--- src/rtl/mc_controller_hs_if.sv ---
// Control-path bus of the multi-cycle CPU: instruction fields and the memory
// ready handshake in, datapath controls and status out.
interface mc_controller_hs_if #(
  parameter int unsigned ALUOP_W = 4,
  parameter int unsigned CNT_W   = 32
);
  logic [5:0]         OpCode;
  logic [5:0]         Funct;
  logic               mem_ready;
  logic               PCWrite, PCWriteCond, IorD, MemWrite, MemRead;
  logic               IRWrite, RegWrite, ExtOp, LuiOp;
  logic [1:0]         MemtoReg, RegDst, ALUSrcA, ALUSrcB, PCSource;
  logic [ALUOP_W-1:0] ALUOp;
  logic [3:0]         state_out;
  logic               halted, illegal, timeout;
  logic [CNT_W-1:0]   instr_count;

  // Controller side
  modport master (
    input  OpCode, Funct, mem_ready,
    output PCWrite, PCWriteCond, IorD, MemWrite, MemRead, IRWrite, RegWrite,
           ExtOp, LuiOp, MemtoReg, RegDst, ALUSrcA, ALUSrcB, PCSource, ALUOp,
           state_out, halted, illegal, timeout, instr_count
  );

  // Datapath / memory side
  modport slave (
    output OpCode, Funct, mem_ready,
    input  PCWrite, PCWriteCond, IorD, MemWrite, MemRead, IRWrite, RegWrite,
           ExtOp, LuiOp, MemtoReg, RegDst, ALUSrcA, ALUSrcB, PCSource, ALUOp,
           state_out, halted, illegal, timeout, instr_count
  );
endinterface

--- src/rtl/mc_controller_hs.sv ---
// Multi-cycle main control FSM with memory ready handshake, wait-state
// timeout, illegal-instruction trap and retired-instruction counter.
module mc_controller_hs #(
  parameter int unsigned ALUOP_W         = 4,
  parameter int unsigned CNT_W           = 32,
  parameter int unsigned MEM_TIMEOUT     = 16,
  parameter bit          TRAP_ON_ILLEGAL = 1'b1
) (
  input  logic               clk,
  input  logic               reset,
  mc_controller_hs_if.master bus
);

  typedef enum logic [3:0] {
    S_FETCH = 4'd0, S_DECODE = 4'd1, S_MEM_ADDR = 4'd2, S_MEM_RD = 4'd3,
    S_MEM_WR = 4'd4, S_WB_MEM = 4'd5, S_EXEC_R = 4'd6, S_EXEC_I = 4'd7,
    S_WB_ALU = 4'd8, S_BRANCH = 4'd9, S_JUMP = 4'd10, S_JR = 4'd11,
    S_HALT = 4'd15
  } state_t;

  localparam int unsigned WC_W = (MEM_TIMEOUT > 1) ? $clog2(MEM_TIMEOUT) : 1;
  localparam logic [WC_W-1:0] WC_LAST = WC_W'(MEM_TIMEOUT - 1);

  state_t           state, state_nxt;
  logic [WC_W-1:0]  wait_cnt;
  logic [CNT_W-1:0] instr_count;
  logic             halted, illegal, timeout;
  logic             retire, set_illegal, set_timeout, waiting, wait_expired;
  logic [5:0]       op, fn;

  assign op = bus.OpCode;
  assign fn = bus.Funct;

  assign waiting      = (state == S_FETCH) || (state == S_MEM_RD) || (state == S_MEM_WR);
  assign wait_expired = (wait_cnt == WC_LAST) && !bus.mem_ready;

  // Next-state selection and Moore control decode (FETCH strobes gated by mem_ready)
  always_comb begin
    state_nxt        = state;
    retire           = 1'b0;
    set_illegal      = 1'b0;
    set_timeout      = 1'b0;
    bus.PCWrite      = 1'b0;
    bus.PCWriteCond  = 1'b0;
    bus.IorD         = 1'b0;
    bus.MemWrite     = 1'b0;
    bus.MemRead      = 1'b0;
    bus.IRWrite      = 1'b0;
    bus.RegWrite     = 1'b0;
    bus.ExtOp        = 1'b0;
    bus.LuiOp        = 1'b0;
    bus.MemtoReg     = 2'b00;
    bus.RegDst       = 2'b00;
    bus.ALUSrcA      = 2'b00;
    bus.ALUSrcB      = 2'b00;
    bus.PCSource     = 2'b00;
    bus.ALUOp        = '0;
    unique case (state)
      S_FETCH: begin
        bus.MemRead = 1'b1;
        bus.ALUSrcB = 2'b01;
        if (bus.mem_ready) begin
          bus.IRWrite = 1'b1;
          bus.PCWrite = 1'b1;
          state_nxt   = S_DECODE;
        end else if (wait_expired) begin
          set_timeout = 1'b1;
          state_nxt   = S_HALT;
        end
      end
      S_DECODE: begin
        bus.ALUSrcB = 2'b11;
        bus.ExtOp   = 1'b1;
        unique case (op)
          6'h23, 6'h2B: state_nxt = S_MEM_ADDR;
          6'h00:        state_nxt = (fn == 6'h08 || fn == 6'h09) ? S_JR : S_EXEC_R;
          6'h08, 6'h09, 6'h0A, 6'h0B, 6'h0C, 6'h0D, 6'h0F: state_nxt = S_EXEC_I;
          6'h04:        state_nxt = S_BRANCH;
          6'h02, 6'h03: state_nxt = S_JUMP;
          default: begin
            set_illegal = 1'b1;
            state_nxt   = TRAP_ON_ILLEGAL ? S_HALT : S_FETCH;
          end
        endcase
      end
      S_MEM_ADDR: begin
        bus.ALUSrcA = 2'b01;
        bus.ALUSrcB = 2'b10;
        bus.ExtOp   = 1'b1;
        state_nxt   = (op == 6'h2B) ? S_MEM_WR : S_MEM_RD;
      end
      S_MEM_RD: begin
        bus.MemRead = 1'b1;
        bus.IorD    = 1'b1;
        if (bus.mem_ready) state_nxt = S_WB_MEM;
        else if (wait_expired) begin
          set_timeout = 1'b1;
          state_nxt   = S_HALT;
        end
      end
      S_MEM_WR: begin
        bus.MemWrite = 1'b1;
        bus.IorD     = 1'b1;
        if (bus.mem_ready) begin
          state_nxt = S_FETCH;
          retire    = 1'b1;
        end else if (wait_expired) begin
          set_timeout = 1'b1;
          state_nxt   = S_HALT;
        end
      end
      S_WB_MEM: begin
        bus.RegWrite = 1'b1;
        state_nxt    = S_FETCH;
        retire       = 1'b1;
      end
      S_EXEC_R: begin
        bus.ALUSrcA = (fn == 6'h00 || fn == 6'h02 || fn == 6'h03) ? 2'b10 : 2'b01;
        bus.ALUOp   = ALUOP_W'(2);
        state_nxt   = S_WB_ALU;
      end
      S_EXEC_I: begin
        bus.ALUSrcA = 2'b01;
        bus.ALUSrcB = 2'b10;
        bus.ExtOp   = !(op == 6'h0C || op == 6'h0D || op == 6'h0B);
        bus.LuiOp   = (op == 6'h0F);
        unique case (op)
          6'h0C:   bus.ALUOp = ALUOP_W'(3);
          6'h0D:   bus.ALUOp = ALUOP_W'(4);
          6'h0A:   bus.ALUOp = ALUOP_W'(5);
          6'h0B:   bus.ALUOp = ALUOP_W'(6);
          default: bus.ALUOp = ALUOP_W'(0);
        endcase
        state_nxt = S_WB_ALU;
      end
      S_WB_ALU: begin
        bus.RegWrite = 1'b1;
        bus.MemtoReg = 2'b01;
        bus.RegDst   = (op == 6'h00) ? 2'b01 : 2'b00;
        state_nxt    = S_FETCH;
        retire       = 1'b1;
      end
      S_BRANCH: begin
        bus.ALUSrcA     = 2'b01;
        bus.ALUOp       = ALUOP_W'(1);
        bus.PCWriteCond = 1'b1;
        bus.PCSource    = 2'b01;
        state_nxt       = S_FETCH;
        retire          = 1'b1;
      end
      S_JUMP: begin
        bus.PCWrite  = 1'b1;
        bus.PCSource = 2'b10;
        if (op == 6'h03) begin
          bus.RegWrite = 1'b1;
          bus.RegDst   = 2'b10;
          bus.MemtoReg = 2'b10;
        end
        state_nxt = S_FETCH;
        retire    = 1'b1;
      end
      S_JR: begin
        bus.PCWrite  = 1'b1;
        bus.PCSource = 2'b11;
        if (fn == 6'h09) begin
          bus.RegWrite = 1'b1;
          bus.RegDst   = 2'b01;
          bus.MemtoReg = 2'b10;
        end
        state_nxt = S_FETCH;
        retire    = 1'b1;
      end
      S_HALT:  state_nxt = S_HALT;
      default: state_nxt = S_FETCH;
    endcase
  end

  // State, wait counter, sticky status flags and retire counter
  always_ff @(posedge clk) begin
    if (!reset) begin
      state       <= S_FETCH;
      wait_cnt    <= '0;
      instr_count <= '0;
      halted      <= 1'b0;
      illegal     <= 1'b0;
      timeout     <= 1'b0;
    end else begin
      state <= state_nxt;
      if (waiting && state_nxt == state) wait_cnt <= wait_cnt + 1'b1;
      else                               wait_cnt <= '0;
      if (retire) instr_count <= instr_count + 1'b1;
      halted  <= halted  | (state_nxt == S_HALT);
      illegal <= illegal | set_illegal;
      timeout <= timeout | set_timeout;
    end
  end

  assign bus.state_out   = state;
  assign bus.instr_count = instr_count;
  assign bus.halted      = halted;
  assign bus.illegal     = illegal;
  assign bus.timeout     = timeout;

endmodule

--- src/flat_wrapper.sv ---
// flat-port wrapper written by rule: the top's interface ports become plain ports
module mc_controller_hs_flat 
#(
  parameter int unsigned ALUOP_W         = 4,
  parameter int unsigned CNT_W           = 32,
  parameter int unsigned MEM_TIMEOUT     = 16,
  parameter bit          TRAP_ON_ILLEGAL = 1'b1
)
  (clk, reset, bus_OpCode, bus_Funct, bus_mem_ready, bus_PCWrite, bus_PCWriteCond, bus_IorD, bus_MemWrite, bus_MemRead, bus_IRWrite, bus_RegWrite, bus_ExtOp, bus_LuiOp, bus_MemtoReg, bus_RegDst, bus_ALUSrcA, bus_ALUSrcB, bus_PCSource, bus_ALUOp, bus_state_out, bus_halted, bus_illegal, bus_timeout, bus_instr_count);
  mc_controller_hs_if #(.ALUOP_W(ALUOP_W), .CNT_W(CNT_W)) bus_i ();
  input  logic clk;
  input  logic reset;
  input wire logic [$bits(bus_i.OpCode)-1:0] bus_OpCode;
  input wire logic [$bits(bus_i.Funct)-1:0] bus_Funct;
  input wire logic [$bits(bus_i.mem_ready)-1:0] bus_mem_ready;
  output wire logic [$bits(bus_i.PCWrite)-1:0] bus_PCWrite;
  output wire logic [$bits(bus_i.PCWriteCond)-1:0] bus_PCWriteCond;
  output wire logic [$bits(bus_i.IorD)-1:0] bus_IorD;
  output wire logic [$bits(bus_i.MemWrite)-1:0] bus_MemWrite;
  output wire logic [$bits(bus_i.MemRead)-1:0] bus_MemRead;
  output wire logic [$bits(bus_i.IRWrite)-1:0] bus_IRWrite;
  output wire logic [$bits(bus_i.RegWrite)-1:0] bus_RegWrite;
  output wire logic [$bits(bus_i.ExtOp)-1:0] bus_ExtOp;
  output wire logic [$bits(bus_i.LuiOp)-1:0] bus_LuiOp;
  output wire logic [$bits(bus_i.MemtoReg)-1:0] bus_MemtoReg;
  output wire logic [$bits(bus_i.RegDst)-1:0] bus_RegDst;
  output wire logic [$bits(bus_i.ALUSrcA)-1:0] bus_ALUSrcA;
  output wire logic [$bits(bus_i.ALUSrcB)-1:0] bus_ALUSrcB;
  output wire logic [$bits(bus_i.PCSource)-1:0] bus_PCSource;
  output wire logic [$bits(bus_i.ALUOp)-1:0] bus_ALUOp;
  output wire logic [$bits(bus_i.state_out)-1:0] bus_state_out;
  output wire logic [$bits(bus_i.halted)-1:0] bus_halted;
  output wire logic [$bits(bus_i.illegal)-1:0] bus_illegal;
  output wire logic [$bits(bus_i.timeout)-1:0] bus_timeout;
  output wire logic [$bits(bus_i.instr_count)-1:0] bus_instr_count;
  assign bus_i.OpCode = bus_OpCode;
  assign bus_i.Funct = bus_Funct;
  assign bus_i.mem_ready = bus_mem_ready;
  assign bus_PCWrite = bus_i.PCWrite;
  assign bus_PCWriteCond = bus_i.PCWriteCond;
  assign bus_IorD = bus_i.IorD;
  assign bus_MemWrite = bus_i.MemWrite;
  assign bus_MemRead = bus_i.MemRead;
  assign bus_IRWrite = bus_i.IRWrite;
  assign bus_RegWrite = bus_i.RegWrite;
  assign bus_ExtOp = bus_i.ExtOp;
  assign bus_LuiOp = bus_i.LuiOp;
  assign bus_MemtoReg = bus_i.MemtoReg;
  assign bus_RegDst = bus_i.RegDst;
  assign bus_ALUSrcA = bus_i.ALUSrcA;
  assign bus_ALUSrcB = bus_i.ALUSrcB;
  assign bus_PCSource = bus_i.PCSource;
  assign bus_ALUOp = bus_i.ALUOp;
  assign bus_state_out = bus_i.state_out;
  assign bus_halted = bus_i.halted;
  assign bus_illegal = bus_i.illegal;
  assign bus_timeout = bus_i.timeout;
  assign bus_instr_count = bus_i.instr_count;
  mc_controller_hs #(.ALUOP_W(ALUOP_W), .CNT_W(CNT_W), .MEM_TIMEOUT(MEM_TIMEOUT), .TRAP_ON_ILLEGAL(TRAP_ON_ILLEGAL)) u_core (.clk(clk), .reset(reset), .bus(bus_i));
endmodule
--- config.mk ---
export PLATFORM = sky130hd
export DESIGN_NAME = mc_controller_hs_flat
export DESIGN_NICKNAME = d
export VERILOG_FILES = /design/src/rtl/mc_controller_hs_if.sv /design/src/rtl/mc_controller_hs.sv /design/src/flat_wrapper.sv
export SDC_FILE = /design/constraint.sdc
export NUM_CORES = 1
export LEC_CHECK = 0
export ABC_AREA = 0
export CAP_MARGIN = 25
export CORE_MARGIN = 2
export CORE_UTILIZATION = 30
export CTS_CLUSTER_DIAMETER = 60
export DETAILED_ROUTE_END_ITERATION = 8
export REMOVE_ABC_BUFFERS = 1
export SLEW_MARGIN = 20
export SYNTH_ARGS = -nofsm -noshare
export SYNTH_HDL_FRONTEND = slang
export SYNTH_SLANG_ARGS = --single-unit
--- constraint.sdc ---
create_clock -name clk -period 2.2 [get_ports clk]
set_input_delay 0.55 -clock clk [delete_from_list [all_inputs] [get_ports clk]]
set_output_delay 0.55 -clock clk [all_outputs]
set_load 0.01 [all_outputs]
# Word level (Yosys, flattened, before mapping)

Index checks and enable logic that the tools add are counted.

Word-level logic and storage cells: 109
Input port bits: 15
Bits in registers: 43

$add $sub $neg: 2
Reduce and logical (&&, ||, !) cells: 29
Bitwise gates (word level): 3
Equal/unequal tests: 31
Mux-type cells: 38

Operators by type and width:

| kind                  | count |
|---|---|
| $eq 6x4->1 const B    | 9 |
| $add 32x1->32 const B | 1 |
| $eq 4x4->1 const B    | 7 |
| $pmux 4 s7            | 1 |
| $eq 6x2->1 const B    | 4 |
| $pmux 2 s3            | 4 |
| $mux 4                | 5 |
| $pmux 4 s5            | 1 |
| $reduce_or 2->1       | 9 |
| $eq 4x3->1 const B    | 4 |
| $mux 1                | 16 |
| $reduce_or 13->1      | 1 |
| $eq 6x6->1 const B    | 2 |
| $logic_not 6->1       | 2 |
| $pmux 3 s4            | 1 |
| $pmux 4 s3            | 1 |
| $eq 4x2->1 const B    | 2 |
| $logic_or 1x1->1      | 7 |
| $reduce_or 7->1       | 1 |
| $eq 6x3->1 const B    | 1 |
| $mux 2                | 3 |
| $pmux 1 s2            | 3 |
| $reduce_or 3->1       | 2 |
| $reduce_or 5->1       | 1 |
| other kinds (11)      | 15 |

# Logic depth before layout (Yosys ltp)

Depth in word-level cells: 8
Gate-level depth with buffers: 8

# Worst setup path after synthesis

OpenSTA, ideal clock, no wires.

Path kind: input -> output
Start: in bus_OpCode[3]
End: out bus_RegWrite
Stages: 4
Data arrival time: 1.774 ns
Slack: -0.124 ns
Buffers on the path: 0
Cells stage by stage: or3_1 nor4_1 inv_1 o211ai_1

Word-level cells in the longest chain between the ends: 3

Ends and longest elaborated chain:

| item               | line                    | source |
|---|---|---|
| start: declaration | flat_wrapper.sv:13      | `input wire logic [$bits(bus_i.OpCode)-1:0] bus_OpCode;` |
| $eq 6x2->1         | mc_controller_hs.sv:154 | `if (op == 6'h03) begin` |
| $mux 1             | mc_controller_hs.sv:154 |  |
| $pmux 1 s3         | mc_controller_hs.sv:58  | `unique case (state)` |
| end: declaration   | flat_wrapper.sv:22      | `output wire logic [$bits(bus_i.RegWrite)-1:0] bus_RegWrite;` |

Every way passes these cells.

# Worst setup path in the final report

Start: in bus_Funct[2]
End: out bus_RegWrite

Word-level cells in the longest chain between the ends: 3

Ends and longest elaborated chain:

| item               | line                    | source |
|---|---|---|
| start: declaration | flat_wrapper.sv:14      | `input wire logic [$bits(bus_i.Funct)-1:0] bus_Funct;` |
| $eq 6x4->1         | mc_controller_hs.sv:165 | `if (fn == 6'h09) begin` |
| $mux 1             | mc_controller_hs.sv:165 |  |
| $pmux 1 s3         | mc_controller_hs.sv:58  |  |

Every way passes these cells.

==> results.md <==
* Flops & latches, synth at 43
* Die area at about 10000 µm²
* I/O pin cnt at 77
* Initial DRC Count at just over 70
* EDFF count, synth at 0
* GRT Residual Overflow at 0
* Max IR drop VDD at around 0.00056 V
* Clock Skews at roughly 0.01 ns
* Nets at between 400 and 500
* Fin util at around 49%
* Syn. warnings at 0
* Chip height at roughly 99 µm
* Sequential cell area fraction in the yosys report at around 32%
* DR vias at approximately 2800
* Reg-to-reg slack, setup at approximately 0.08 ns
* First-pass GRT wire length at approximately 12000 µm
* Number of remaining DRC errors at 0
* Mapped Cells at about 320
* DR pass1 iterations at 6
* Starting density of the core at between 30% and 40%
* Final setup TNS at -0.183 ns
* Most frequent cells in the layout: 55 x buf_4, 41 x clkdlybuf4s50_1, 39 x dfxtp_1, 29 x and2_1, 23 x nand2_1
* Multi-input logic area at approximately 1900 µm²
* Syn_area_per_cell at about 8.3 µm²
* Min cycle time layout at around 2.3 ns
* GPL Wtd Cong at a little under 0.8
* N_diodes at 0
* Critical path's largest stage delay at about 0.4 ns
* CP Capture Type: primary output
* Slew headroom at between 60% and 70%
* Post-DRT Antenna Nets at 0
* Drt via density at 4.99
* Fill count at approximately 830
* Total track usage at 15.0%
* Post-Route WL at ~7600 µm
* Leakage power at 0.00183 µW
* Clk root buf: clkbuf_8
* Kind of critical path: primary input to primary output
* DR WL/cell at between 10 and 15 µm
* Clock sink total at 43
* # rows at 34
* Largest net degree at the start of global routing at 40
* FFs w/ async S/R, synth at 0%
* Slowest CP cell: or3_4
* Clk_lat worst skew at about 0.29 ns
* Worst path arrival time at 1.76 ns
* Max Cap Viol at 0
* Synth area leaders: dfxtp_1 32%, and2_1 6.8%, xor2_1 4.9%
* Clock transition at path regs at 0.08 ns
* Port-buffer cells at 75
* FF/Latch Area at a little under 900 µm²
* Antenna violations before repair at 0
* Area Growth Syn to Fin at 60.0%
* CTS Buf Count at 5
* Transition time of the tightest slew-check pin at 0.555 ns
* Die extent in x at just under 100 µm
* F_max at roughly 0.43 GHz
* CTS tree: done
* Cell Area, Synth at 2690 µm²
* Synth cell types at between 50 and 60
* Crit start category: primary input
* Status: finished with violations
* Commonest non-fill, non-tap cell in the layout: buf_4
* H-tree depth at 2
* Max Root-Sink Buffers at 2
* Worst hold margin at roughly 0.46 ns
* Top cell type's share of synthesized area at about a third
* Final worst slack at -0.113 ns
* Core area at about 8700 µm²
* Number of global-route vias before repair at 2687
* Failing checks: setup timing
* RSZ-0062 raised after global routing: true
* Hold WC Path Type: register to register
* Share of layout cells above drive strength 1 at around a third
* Synth area leader: dfxtp_1
* Worst Path Required at ~1.7 ns
* Worst path cell trace: buf_6, or3_4, nor3b_4, nand4_1, buf_4, o211ai_1, buf_2
* Final hold vios at 0
* # setup viols final at 2
* Pwr Density at around 800 nW/µm²
* Final Max Tran Viols at 0
* Ys flop type: dfxtp_1
* Largest fanout on the critical path at 2
* DPL Wire Length at 5490 µm
* Fin crit share at 105%
cell families after synthesis:
logic type / count (synthesis) / share of synthesized area [%]
AND/OR/NAND/NOR: 166 / 37.3
AO/OA/AOI/OAI: 51 / 14.0
flip-flops: 43 / 32.0
XOR/XNOR: 30 / 10.1
buffers and inverters: 28 / 4.75
adder cells (fa/ha/maj): 2 / 0.931
multiplexers: 2 / 0.745
other: 1 / 0.140
flip-flops by register name (all words and copies together) (netlist names):
register and flops:
u_core.bus.instr_count 32, u_core.bus.state_out 4, u_core.wait_cnt 4, u_core.bus.halted 1, u_core.bus.illegal 1, u_core.bus.timeout 1
per-layer routing:
layer  global-route usage [%]  vias to the layer above  part of all wire, %
met4                     3.27                        0                 0.79
met3                     2.98                        5                  6.1
li1                         -                     1408                    -
met5                        0                        -                    0
met1                     19.8                     1317                   45
met2                     25.7                       90                   48
synthesized netlist by cell type (3+ instances only):
| cell | count |
|---|---|
| o21ai_0 | 9 |
| nor4_1 | 11 |
| a21o_1 | 3 |
| or3_1 | 8 |
| buf_2 | 9 |
| nor2_1 | 18 |
| inv_1 | 9 |
| nand3b_1 | 3 |
| nand2b_1 | 5 |
| dfxtp_1 | 43 |
| and2_1 | 29 |
| nor3_1 | 12 |
| nor2b_1 | 8 |
| nand2_1 | 25 |
| xor2_1 | 15 |
| a21oi_1 | 9 |
| xnor2_1 | 14 |
| clkbuf_1 | 5 |
| nand3_1 | 10 |
| a21boi_1 | 6 |
| and3_1 | 5 |
| nand4_1 | 11 |
| and4_1 | 4 |
| buf_1 | 3 |
stage by stage:
step | area [µm²] | power [µW] | setup WS, ns | cells
2_1_floorplan | 2590 | 1680 | -0.196 | 304
3_3_place_gp | 3900 | 2580 | -0.899 | 543
3_5_place_dp | 3900 | 2580 | -0.935 | 543
4_1_cts | 4110 | 3310 | -0.0815 | 557
5_1_grt | 4300 | 3600 | -0.184 | 565
6_report | 4300 | 3400 | -0.113 | 565
layout make-up:
type | count | area share (%)
Clock buffer | 6 | 1.92
Clock inverter | 2 | 0.815
Inverter | 9 | 0.786
Multi-Input combinational cell | 252 | 43.3
Sequential cell | 43 | 20.2
Tap cell | 108 | 3.14
Timing Repair Buffer | 145 | 29.8
power breakdown:
group	switching, µW	internal [µW]	leakage, µW
sequential	59.4	848	0.000349
combinational	895	960	0.00142
clock	268	368	0.0000612
total	1220	2180	0.00183
final timing paths:
| path | start | to | depth (start not counted) |
|---|---|---|---|
| hold reg to reg | u_core.wait_cnt[0]$_SDFF_PN0_ | u_core.wait_cnt[0]$_SDFF_PN0_ | 1 |
| hold / removal | u_core.wait_cnt[0]$_SDFF_PN0_ | u_core.wait_cnt[0]$_SDFF_PN0_ | 1 |
| setup reg to reg | u_core.bus.state_out[3]$_SDFF_PN0_ | u_core.wait_cnt[0]$_SDFF_PN0_ | 8 |
| setup / recovery | bus_Funct[2] | bus_RegWrite | 7 |
critical path, delay by kind of cell:
family | cells | cell delay, ns
simple gates | 3 | 0.75
buf+inv | 3 | 0.40
compound gates | 1 | 0.06
repair_timing:
item / CTS / global route
endpoints found under the setup margin: 29 / 36
hold buffers: 0 / 0
gates cloned: 0 / 0
buffers inserted: 8 / 8
pin swaps: 15 / 13
gates resized for setup: 113 / 35
(Power assumes the default switching activity.)
